### config.mk
export PLATFORM = sky130hd
export DESIGN_NAME = load_store_unit
export DESIGN_NICKNAME = d
export VERILOG_FILES = /design/src/rtl/load_store_unit.sv
export SDC_FILE = /design/constraint.sdc
export NUM_CORES = 1
export LEC_CHECK = 0
export ABC_CLOCK_PERIOD_IN_PS = 3200
export CORE_ASPECT_RATIO = 0.75
export CORE_MARGIN = 8
export CORE_UTILIZATION = 32
export CTS_CLUSTER_DIAMETER = 40
export DETAILED_ROUTE_END_ITERATION = 16
export GPL_ROUTABILITY_DRIVEN = 0
export PLACE_DENSITY = 0.76
export SKIP_LAST_GASP = 1
export SYNTH_ARGS = -nofsm -noshare
export SYNTH_HDL_FRONTEND = slang
export SYNTH_SLANG_ARGS = --single-unit
### constraint.sdc
create_clock -name clk -period 3.2 [get_ports clk]
set_input_delay 0.48 -clock clk [delete_from_list [all_inputs] [get_ports clk]]
set_output_delay 0.48 -clock clk [all_outputs]
set_load 0.05 [all_outputs]
### src/rtl/load_store_unit.sv
// rtl/load_store_unit.sv - data-memory initiator: one load/store at a time, byte-lane masks, load extension
// Optional alignment checking is enabled by defining LSU_MISALIGN_CHECK_EN.
module load_store_unit #(
  parameter int ADDR_W = 32
) (
  input  logic              clk,
  input  logic              rst,
  input  logic              req_valid,
  output logic              req_ready,
  input  logic              req_we,
  input  logic [3:0]        req_ctrl,
  input  logic [ADDR_W-1:0] req_addr,
  input  logic [31:0]       req_wdata,
  output logic              resp_valid,
  output logic [31:0]       resp_rdata,
  output logic              resp_err,
  output logic              mem_wr_en,
  output logic              mem_rd_en,
  output logic [3:0]        mem_ctrl,
  output logic [ADDR_W-1:0] mem_address,
  output logic [31:0]       mem_wdata,
  input  logic [31:0]       mem_rdata,
  input  logic              mem_available
);

  typedef enum logic [1:0] {IDLE, LOAD_WAIT, RESP} state_t;

  state_t      state;
  logic [1:0]  lat_off;
  logic [2:0]  lat_ctrl;
  logic        size_none;
  logic        misalign;
  logic        req_err;
  logic        accept;
  logic [1:0]  eff_off;
  logic [3:0]  lane_mask;
  logic [31:0] store_data;
  logic [31:0] shifted;
  logic [31:0] load_data;

  // Size decode: word wins over half wins over byte; the lane offset is
  // normalised here so the load path only needs the latched offset.
  always_comb begin
    size_none = ~|req_ctrl[2:0];
    misalign  = 1'b0;
`ifdef LSU_MISALIGN_CHECK_EN
    if (req_ctrl[2])
      misalign = |req_addr[1:0];
    else if (req_ctrl[1])
      misalign = req_addr[0];
`endif
    req_err = size_none | misalign;

    if (req_ctrl[2]) begin
      eff_off    = 2'b00;
      lane_mask  = 4'b1111;
      store_data = req_wdata;
    end else if (req_ctrl[1]) begin
      eff_off    = {req_addr[1], 1'b0};
      lane_mask  = 4'b0011 << {req_addr[1], 1'b0};
      store_data = {2{req_wdata[15:0]}};
    end else begin
      eff_off    = req_addr[1:0];
      lane_mask  = 4'b0001 << req_addr[1:0];
      store_data = {4{req_wdata[7:0]}};
    end
  end

  assign req_ready   = (state == IDLE) && mem_available && !rst;
  assign accept      = req_valid && req_ready;
  assign mem_wr_en   = accept && req_we && !req_err;
  assign mem_rd_en   = accept && !req_we && !req_err;
  assign mem_ctrl    = mem_wr_en ? lane_mask : 4'b0000;
  assign mem_address = req_addr;
  assign mem_wdata   = store_data;

  assign shifted = mem_rdata >> {lat_off, 3'b000};

  always_comb begin
    if (lat_ctrl[1])
      load_data = shifted;
    else if (lat_ctrl[0])
      load_data = {{16{lat_ctrl[2] & shifted[15]}}, shifted[15:0]};
    else
      load_data = {{24{lat_ctrl[2] & shifted[7]}}, shifted[7:0]};
  end

  always_ff @(posedge clk or posedge rst) begin
    if (rst) begin
      state      <= IDLE;
      resp_valid <= 1'b0;
      resp_rdata <= 32'h0;
      resp_err   <= 1'b0;
      lat_off    <= 2'b00;
      lat_ctrl   <= 3'b000;
    end else begin
      case (state)
        IDLE: begin
          resp_valid <= 1'b0;
          if (accept) begin
            if (req_err || req_we) begin
              resp_err   <= req_err;
              resp_rdata <= 32'h0;
              resp_valid <= 1'b1;
              state      <= RESP;
            end else begin
              lat_off  <= eff_off;
              lat_ctrl <= {req_ctrl[3], req_ctrl[2], req_ctrl[1]};
              state    <= LOAD_WAIT;
            end
          end
        end
        LOAD_WAIT: begin
          resp_rdata <= load_data;
          resp_err   <= 1'b0;
          resp_valid <= 1'b1;
          state      <= RESP;
        end
        RESP: begin
          resp_valid <= 1'b0;
          state      <= IDLE;
        end
        default: begin
          resp_valid <= 1'b0;
          state      <= IDLE;
        end
      endcase
    end
  end

endmodule

Yosys cells after proc, flatten, opt, wreduce, memory -nomap -nowiden
Index checks and enable logic that the tools add are counted.

Equal/unequal tests: 3. Shift operators: 3. Muxes and demuxes: 21. Bitwise operators: 3. Reduce and logical (&&, ||, !) cells: 16.

Operators with widths (number): 32-bit 2-to-1 mux (6); 32-bit case mux with 2 select lines (1); 32-bit by 5-bit >> shifter with 32-bit output (1); 4-bit 2-to-1 mux (3); 1-bit logical AND (7); 2-bit 2-to-1 mux (3); 3-bit AND reduction (2); 1-bit 2-to-1 mux (5); 1-bit case mux with 2 select lines (2); 2-bit case mux with 2 select lines (1); 1-bit by 2-bit left shift with 4-bit output, first input constant (1); 2-bit by 2-bit left shift with 4-bit output, first input constant (1); 1-bit zero test (3); 3-bit OR reduction (1); 1-bit bitwise AND (2); 2-bit by 1-bit == test with 1-bit output, second input constant (1); 2-bit zero test (1); 2-bit by 1-bit inequality test with 1-bit output, second input constant (1); 2-bit inequality test, second input constant (1); 2-bit nonzero test (1); 1-bit logical OR (1); 1-bit inverter (1).

Flip-flop bits (word level): 41. Input port bits: 105. Output and inout bits: 105. Word-level logic and storage cells: 52.

Depth between registers and ports, before layout
Gate-level depths: netlist of run 1.

Depth in word-level cells: 7. Gate-level depth with buffers: 7. Gate-level depth less buffers: 4.

Least setup slack after synthesis of run 1
OpenSTA, ideal clock, no wires.

Path kind: in2out. Start point: input rst. End point: output mem_ctrl[0]. Data arrival time: 2.302 ns. Required time: 2.720 ns. Setup slack: 0.418 ns. Stages on the path: 3. Cells stage by stage: nor4b_4 > nand4_1 > a21oi_1.

Longest elaborated chain between the ends: 6.

Ends and longest elaborated chain: from (decl) (RTL line 7) `input logic rst,`; 1-bit zero test (no source line); 1-bit logical AND (RTL line 69) `assign req_ready = (state == IDLE) && mem_available && !rst;`; 1-bit logical AND (RTL line 70) `assign accept = req_valid && req_ready;`; 1-bit logical AND (2 in series) (RTL line 71) `assign mem_wr_en = accept && req_we && !req_err;`; 4-bit 2-to-1 mux (RTL line 73) `assign mem_ctrl = mem_wr_en ? lane_mask : 4'b0000;`; to (decl) (RTL line 19) `output logic [3:0] mem_ctrl,`.

No other way between the ends.

Final worst setup path of run 1
Start point: input rst. End point: output req_ready.

Longest elaborated chain between the ends: 2.

Ends and longest elaborated chain: 1-bit zero test (no source line); 1-bit logical AND (RTL line 69); to (decl) (RTL line 9) `output logic req_ready,`.

No other way between the ends.

==> results of run 1 <==
-- area by class of cell --
type	count	area, µm²	area share
sequential	41	1026	0.2362
inverter	7	26.28	0.006050
multi-input combinational	173	1356	0.3123
tap	108	135.1	0.03112
clock inverter	1	5.005	0.001152
timing repair buffer	159	1642	0.3780
clock buffer	7	152.6	0.03515
-- cells in the final DEF (no fill, tap or decap), types with 3 or more instances in the layout --
master	n
a21oi_1	8
a221o_1	16
a22o_1	16
buf_12	12
buf_4	28
clkbuf_16	5
clkdlybuf4s50_1	119
dfrtp_1	41
inv_1	6
mux2_2	26
mux2i_1	23
nand2_1	22
nand2b_1	3
nand3b_1	5
nor2_1	6
nor2b_1	3
o21a_1	5
o21ai_0	27
-- power breakdown --
| part | leakage [nW] | internal [W] | total [W] | switching (W) |
|---|---|---|---|---|
| combinational | 1.21 | 0.000449 | 0.00112 | 0.000673 |
| clock | 0.0799 | 0.000330 | 0.000523 | 0.000193 |
| sequential | 0.546 | 0.000616 | 0.000687 | 0.0000709 |
| total | 1.83 | 0.00139 | 0.00233 | 0.000937 |
-- cell families after synthesis --
group	share of synthesized area
compound gates	0.1988
buf+inv	0.1511
flops	0.3656
simple gates	0.09006
mux	0.1944
-- sequential cells by signal (all words and copies together) (netlist names) --
name        count
lat_ctrl        3
lat_off         2
resp_err        1
resp_rdata     32
resp_valid      1
state           2
-- worst min path at each step --
stage / startpoint / to / slack [ps]
after floorplan: lat_ctrl[1] / lat_ctrl[1] / 490
after global placement: resp_rdata[6] / resp_rdata[6] / 490
after detailed placement: resp_rdata[7] / resp_rdata[7] / 490
after CTS: resp_rdata[7] / resp_rdata[7] / 510
after global routing: resp_rdata[7] / resp_rdata[7] / 530
final: resp_rdata[7] / resp_rdata[7] / 500
-- layer usage --
layer	routed length, µm	vias up
met5	0	-
met4	138	0
met3	885	19
met2	4677	104
met1	3841	1190
li1	-	1193
-- metrics by stage --
stage | utilization | setup slack (ps) | std cells | instance area (µm²)
floorplan | - | 417.6 | 279 | 2806
global placement | 0.4929 | 575.1 | 488 | 4185
detailed placement | 0.4929 | 565.8 | 488 | 4185
CTS | 0.5115 | 555.1 | 496 | 4343
global route | 0.5115 | 478.4 | 496 | 4343
finish | 0.5115 | 569.4 | 496 | 4343
-- cells in the mapped netlist (6+ instances only) --
| cell type | n |
|---|---|
| a21oi_1 | 8 |
| a221o_1 | 16 |
| a22o_1 | 16 |
| buf_2 | 6 |
| buf_4 | 40 |
| clkbuf_1 | 8 |
| dfrtp_1 | 41 |
| inv_1 | 7 |
| mux2_2 | 26 |
| mux2i_1 | 23 |
| nand2_1 | 22 |
| nor2_1 | 6 |
| o21ai_0 | 27 |
-- worst reg2reg max path, stage by stage, from the launching register on --
cell and delay, ps:
dfrtp_1 380, buf_4 280, nor2b_1 310, a2bb2oi_1 190, a211oi_4 720, a221o_1 220
==> flow_summary.json, run 1 <==
{
  "ant_nets": 0,
  "totalPowerFinal_w": 0.002331,
  "antennaDiodeCount": 0,
  "worstSetupStartpoint": "rst",
  "arrival_ps": 2150,
  "fin_tns_setup_ps": 0,
  "whs_ps": 503.2,
  "cp_cell_sequence": "clkdlybuf4s50_1, nor4b_4, clkdlybuf4s50_1",
  "wl_per_cell_um": 19.24,
  "core_um2": 8491,
  "die_area_um2": 12050,
  "critPathMaxStageDelay_ps": 880,
  "ios": 210,
  "critPathKind": "input pin to primary output",
  "ys_types": 30,
  "synth_area_leaders": "dfrtp_1 (37%), buf_4 (11%), mux2_2 (10%)",
  "dp_hpwl_mm": 7.573,
  "die_w_um": 124.1,
  "synth_top_area_frac": 0.3656,
  "grt_pass1_wl_mm": 14.95,
  "tightest_slew_ps": 990.0,
  "start_kind": "input pin",
  "timing.rr.start": "lat_off[1]",
  "hold_violations": 0,
  "syn-num-nets": 384,
  "vdd_ir_drop_max_uv": 311.1,
  "setup.worst_path.end_class": "primary output",
  "grt_setup_unrepaired": "no",
  "clock_latency_ps": 280,
  "hp-class": "flip-flop to flip-flop",
  "use_met2": 0.2582,
  "crit_end": "req_ready",
  "finalClockSkew_ps": 5.522,
  "worst_ep_required_time_ps": 2720,
  "leakagePower_nw": 1.832,
  "drtIter0Drc": 172,
  "use_met1": 0.1768,
  "grt_pass1_vias": 2839,
  "cts-root-buf": "clkbuf_16",
  "synthArstFlopShare": 1.000,
  "run_status": "finished, final reports clean",
  "synth.avg_cell_area_um2": 10.06,
  "synth-seq-cells": 41,
  "setup_viol": 0,
  "cts_resized": 0,
  "slowest_stage": "clkdlybuf4s50_1",
  "synth-main-ff-cell": "dfrtp_1",
  "yosysSeqAreaShare": 0.3656,
  "gr-total-overflow": 0,
  "cts_setup_buffers": 0,
  "crit_cells": 3,
  "clock_path_buffers": 2,
  "busiest_layer": "met2",
  "synth_edf_count": 0,
  "cts_hold_buffers": 0,
  "grt_max_degree": 35,
  "gr-usage-all-layers": 0.1548,
  "clk_pin_slew_ps": 60,
  "rows": 29,
  "reg2reg_depth": 5,
  "worst_path_most_repeated_cell": "clkdlybuf4s50_1",
  "max_slew_margin": 0.3359,
  "drt_wl_total_mm": 9.542,
  "power_density_nw_per_um2": 536.8,
  "maxCapViolCount": 0,
  "viasPerCell": 5.052,
  "io_buffer_count": 149,
  "synth_top_cell_by_area": "dfrtp_1",
  "hold_depth": 1,
  "antenna_found_initial": 0,
  "netlist_area_um2": 2806,
  "final_layout_size_suffix_gt1_frac": 0.2010,
  "nNetsFinal": 492,
  "cp.buffers_inverters": 2,
  "drc": 0,
  "via_count": 2506,
  "met3_usage": 0.06330,
  "dr.pass1.iters": 4,
  "start_util": 0.3305,
  "fin_crit_ps": 2631,
  "fillers": 769,
  "fp.dieH_um": 97.10,
  "yosysWarnings": 0,
  "cp_max_fo": 5,
  "rrSetupSlack_ps": 1050,
  "rr_endpoint": "resp_rdata[22]",
  "cp_top_family": "buffers and inverters",
  "htreeDepth": 2,
  "synthToLayoutAreaGrowth_pct": 54.75,
  "cts_buffers": 5,
  "fmax_mhz": 380.1,
  "cts.sinks": 41,
  "min_period_over_period": 0.8221,
  "synth_cells": 279,
  "final_max_slew_viol_count": 0,
  "cts_tree": "yes"
}
(Power assumes the default switching activity.)
==> run 2: changes to the inputs <==
--- a/config.mk
+++ b/config.mk
@@ -5,7 +5,7 @@
 export SDC_FILE = /design/constraint.sdc
 export NUM_CORES = 1
 export LEC_CHECK = 0
-export ABC_CLOCK_PERIOD_IN_PS = 3200
+export ABC_CLOCK_PERIOD_IN_PS = 2550
 export CORE_ASPECT_RATIO = 0.75
 export CORE_MARGIN = 8
 export CORE_UTILIZATION = 32
==> constraint.sdc (replaced) <==
create_clock -name clk -period 2.55 [get_ports clk]
set_input_delay 0.3825 -clock clk [delete_from_list [all_inputs] [get_ports clk]]
set_output_delay 0.3825 -clock clk [all_outputs]
set_load 0.05 [all_outputs]
==> run 2 against run 1 <==
  * Clock skew barely moved
  * Flip-flop and latch count unchanged
  * Power rose by 26%
  * Critical endpoint is now mem_ctrl[3]
  * Largest power group unchanged
==> flow_summary.json, run 2 (synthesized netlist as in run 1, its figures left out) <==
{
  "top_regs": "resp_rdata (32), lat_ctrl (3)",
  "drtIter0Drc": 120,
  "cts_resized": 0,
  "final_common_cell": "clkdlybuf4s50_1",
  "io_buffer_count": 149,
  "min_from": "resp_rdata[2]",
  "reg2reg_depth": 5,
  "place_area_um2": 4248,
  "cts.sinks": 41,
  "clk_pin_slew_ps": 60,
  "synthToLayoutAreaGrowth_pct": 56.98,
  "leakagePower_nw": 1.869,
  "setup.worst_path.end_class": "primary output",
  "min_period_over_period": 0.8916,
  "largest_register": "resp_rdata",
  "arrival_ps": 1890,
  "cts_hold_buffers": 0,
  "setup_viol": 0,
  "vdd_ir_drop_max_uv": 386.2,
  "largest_reg_flops": 32,
  "worst_ep_required_time_ps": 2170,
  "hold_violations": 0,
  "cts-root-buf": "clkbuf_16",
  "ant_nets": 0,
  "die_area_um2": 12050,
  "critPathKind": "input pin to primary output",
  "start_kind": "input pin",
  "final_layout_size_suffix_gt1_frac": 0.2174,
  "hp-class": "flip-flop to flip-flop",
  "whs_endpoint": "resp_rdata[2]",
  "core_um2": 8491,
  "dp_hpwl_mm": 7.571,
  "dr.pass1.iters": 4,
  "antennaDiodeCount": 0,
  "ios": 210,
  "die_w_um": 124.1,
  "rrSetupSlack_ps": 560,
  "finalClockSkew_ps": 5.545,
  "final_max_slew_viol_count": 0,
  "via_count": 2550,
  "htreeDepth": 2,
  "maxCapViolCount": 0,
  "nNetsFinal": 495,
  "hold_depth": 1,
  "start_util": 0.3305,
  "final_cell_mix": "clkdlybuf4s50_1 (115), dfrtp_1 (41), buf_4 (31)",
  "cts_buffers": 5,
  "power_density_nw_per_um2": 668.3,
  "design_area_um2": 4405,
  "gr-total-overflow": 0,
  "wl_per_cell_um": 19.01,
  "fmax_mhz": 439.8,
  "grt_pass1_vias": 2797,
  "antenna_found_initial": 0,
  "grt_pass1_wl_mm": 14.77,
  "cts_tree": "yes",
  "fin_crit_ps": 2274,
  "tightest_slew_ps": 1105,
  "max_slew_margin": 0.2590,
  "drc": 0,
  "drt_wl_total_mm": 9.485,
  "clock_latency_ps": 280,
  "run_status": "finished, final reports clean",
  "rows": 29,
  "fp.dieH_um": 97.10,
  "timing.rr.start": "state[1]",
  "fin_tns_setup_ps": 0,
  "viasPerCell": 5.110,
  "grt_setup_unrepaired": "no",
  "clock_path_buffers": 2,
  "totalPowerFinal_w": 0.002944,
  "cts_setup_buffers": 0,
  "rr_endpoint": "resp_rdata[31]",
  "grt_max_degree": 35,
  "cp_max_fo": 5,
  "gr-usage-all-layers": 0.1541
}
## run 2: cell types whose count changed in the layout (fill, tap and decap cells not counted)
cell,previous run,this run
buf_4,28,31
buf_12,12,16
o21ai_1,0,7
clkdlybuf4s50_1,119,115
o21ai_0,27,20
## run 2: worst max path at each step
stage | start | end | slack, ps
after global routing | req_ctrl[2] | mem_ctrl[3] | 180
after global placement | rst | mem_ctrl[0] | 270
after CTS | rst | mem_ctrl[3] | 240
final | rst | mem_ctrl[3] | 280
after detailed placement | rst | resp_rdata[21] | 240
after floorplan | state[1] | mem_ctrl[0] | -120
## run 2: layer usage
layer | wire, µm | vias up | GRT usage | part of all wire
li1 | - | 1201 | - | -
met1 | 3855 | 1229 | 0.1803 | 0.41
met2 | 4661 | 107 | 0.2541 | 0.49
met3 | 883 | 13 | 0.06504 | 0.093
met4 | 84 | 0 | 0.03467 | 0.0089
met5 | 0 | - | 0 | 0
## run 2: report_power, final
group	internal, W	total (W)	switching [W]
Sequential	0.000773	0.000866	0.0000932
Clock	0.000414	0.000658	0.000244
Combinational	0.000576	0.00142	0.000844
Total	0.00176	0.00294	0.00118
## run 2: per-stage QoR
step                instances  hold slack [ps]  setup slack (ps)    util
CTS                       499            506.5             242.3  0.5189
floorplan                 279            491.7            -117.8       -
detailed placement        491            494.1             236.4  0.5003
finish                    499            510.0             276.4  0.5189
global route              499            535.5             177.0  0.5189
global placement          491            491.7             267.0  0.5003
## run 2: critical path, stage by stage
cell,delay [ps]
clkdlybuf4s50_1,460
nor4b_4,260
nand4_1,270
a21oi_1,330
buf_12,180
## run 2: area by class of cell
cell class,count,area [µm²]
fillers,760,4085
repair buffers,162,1704
multi-input cells,173,1356
flip-flops and latches,41,1026
clock buffers,7,152.6
well taps,108,135.1
inverters,7,26.28
clock inverters,1,5.005
==> run 3: changes to the inputs <==
--- a/config.mk
+++ b/config.mk
@@ -11,8 +11,8 @@
 export CORE_UTILIZATION = 32
 export CTS_CLUSTER_DIAMETER = 40
 export DETAILED_ROUTE_END_ITERATION = 16
+export DONT_BUFFER_PORTS = 1
 export GPL_ROUTABILITY_DRIVEN = 0
-export PLACE_DENSITY = 0.76
 export SKIP_LAST_GASP = 1
 export SYNTH_ARGS = -nofsm -noshare
 export SYNTH_HDL_FRONTEND = slang
==> run 3 against run 2 <==
  * Maximum frequency up 8.0%
  * Routed wire length down 14%
  * Cell count down 28%
  * Core utilization down 18 points
  * Combinational power down 62%
  * Critical path type is now flip-flop to primary output
==> flow_summary.json, run 3 (synthesized netlist as in run 1, its figures left out) <==
{
  "cp_max_fo": 5,
  "final_common_cell": "dfrtp_1",
  "final_max_slew_viol_count": 0,
  "cts_resized": 0,
  "die_w_um": 124.1,
  "top_regs": "resp_rdata (32), lat_ctrl (3)",
  "min_period_over_period": 0.8258,
  "p_comb_frac": 0.207,
  "clock_path_buffers": 2,
  "hold_violations": 0,
  "arrival_ps": 1720,
  "core_um2": 8491,
  "rrSetupSlack_ps": 620,
  "drtIter0Drc": 143,
  "slowest_stage": "dfrtp_1",
  "fp.dieH_um": 97.10,
  "grt_max_degree": 35,
  "final_cell_mix": "dfrtp_1 (41), mux2_2 (26), mux2i_1 (23), buf_4 (23), nand2_1 (22)",
  "tightest_slew_ps": 1096,
  "rr_endpoint": "resp_rdata[21]",
  "grt_setup_unrepaired": "no",
  "synthToLayoutAreaGrowth_pct": 3.567,
  "grt_pass1_vias": 2079,
  "max_slew_margin": 0.2647,
  "start_util": 0.3305,
  "power.internal_w": 0.001552,
  "clock_power_share": 0.310,
  "gr-total-overflow": 0,
  "final_layout_size_suffix_gt1_frac": 0.2421,
  "ios": 210,
  "gr-usage-all-layers": 0.1318,
  "clk_pin_slew_ps": 60,
  "cts_setup_buffers": 0,
  "fin_util": 0.3423,
  "reg2reg_depth": 4,
  "io_buffer_count": 0,
  "dp_hpwl_mm": 6.488,
  "dr.pass1.iters": 4,
  "setup.worst_path.end_class": "primary output",
  "via_count": 2023,
  "largest_reg_flops": 32,
  "worstSetupStartpoint": "state[1]",
  "leakagePower_nw": 1.269,
  "drc": 0,
  "fin_crit_ps": 2106,
  "rows": 29,
  "maxCapViolCount": 0,
  "cts.sinks": 41,
  "timing.rr.start": "lat_off[0]",
  "ant_nets": 0,
  "hp-class": "input pin to asynchronous set/reset pin",
  "antenna_found_initial": 0,
  "critPathKind": "flip-flop to primary output",
  "power_density_nw_per_um2": 899.0,
  "total_switching_power_w": 0.001061,
  "cts_tree": "yes",
  "setup_viol": 0,
  "clock_latency_ps": 280,
  "viasPerCell": 5.619,
  "finalClockSkew_ps": 8.034,
  "die_area_um2": 12050,
  "cts-root-buf": "clkbuf_16",
  "grt_pass1_wl_mm": 12.59,
  "fmax_mhz": 474.9,
  "cts_buffers": 5,
  "vdd_ir_drop_max_uv": 402.3,
  "fin_cells": 360,
  "fillers": 871,
  "power_frac_seq": 0.484,
  "largest_register": "resp_rdata",
  "swShare": 0.4059,
  "worst_ep_required_time_ps": 2170,
  "antennaDiodeCount": 0,
  "critPathMaxStageDelay_ps": 410,
  "cp_cell_sequence": "nor4b_4, nand4_1, a21oi_1, buf_4",
  "drt_wl_total_mm": 8.168,
  "wl_per_cell_um": 22.69,
  "nNetsFinal": 356,
  "run_status": "finished, final reports clean",
  "cts_hold_buffers": 0,
  "place_inst": 352,
  "start_kind": "flip-flop",
  "htreeDepth": 2,
  "fin_tns_setup_ps": 0
}
## run 3: worst max-delay path by stage
stage	endpoint	slack, ps	cells after the start
5_1_grt	mem_ctrl[3]	240	4
2_1_floorplan	mem_ctrl[0]	-120	3
6_report	mem_ctrl[1]	440	4
4_1_cts	mem_ctrl[1]	400	4
3_5_place_dp	resp_rdata[18]	660	4
3_3_place_gp	resp_rdata[24]	700	4
## run 3: layer usage
metal | part of all wire | GRT usage | up-vias
li1 | - | - | 917
met1 | 0.40 | 0.1675 | 993
met2 | 0.48 | 0.2053 | 105
met3 | 0.10 | 0.04878 | 8
met4 | 0.0069 | 0.03193 | 0
met5 | 0 | 0 | -
## run 3: critical path: cells and delay by family (launching register included)
| kind | cells | cell delay [ps] |
|---|---|---|
| and+or+nand+nor | 2 | 610 |
| DFF | 1 | 410 |
| AOI/OAI and AO/OA | 1 | 200 |
| buffers and inverters | 1 | 220 |
## run 3: power groups by stage
stage               logic, W  registers, W  clock network [W]
detailed placement  0.000544       0.00128                  0
floorplan           0.000642       0.00123                  0
CTS                 0.000545       0.00127           0.000823
global placement    0.000535       0.00128                  0
finish              0.000540       0.00126           0.000809
global route        0.000588       0.00128           0.000854
## run 3: metrics by stage
stage | instance area [µm²] | setup WS (ps) | total power, W | hold WS (ps)
after global routing | 2907 | 237.9 | 0.002721 | 186.0
after detailed placement | 2716 | 661.4 | 0.001824 | 463.5
after global placement | 2716 | 704.1 | 0.001815 | 459.2
after CTS | 2907 | 402.5 | 0.002636 | 162.9
after floorplan | 2806 | -117.8 | 0.001870 | 491.7
final | 2907 | 444.3 | 0.002613 | 129.9
## run 3: cell type report
class                   count  area (µm²)  area share
repair buffers             23       172.7     0.05941
clock buffers               5       125.1     0.04305
multi-input cells         173        1356      0.4666
clock inverters             3       65.06     0.02238
well taps                 108       135.1     0.04649
inverters                   7       26.28    0.009040
flip-flops and latches     41        1026      0.3530
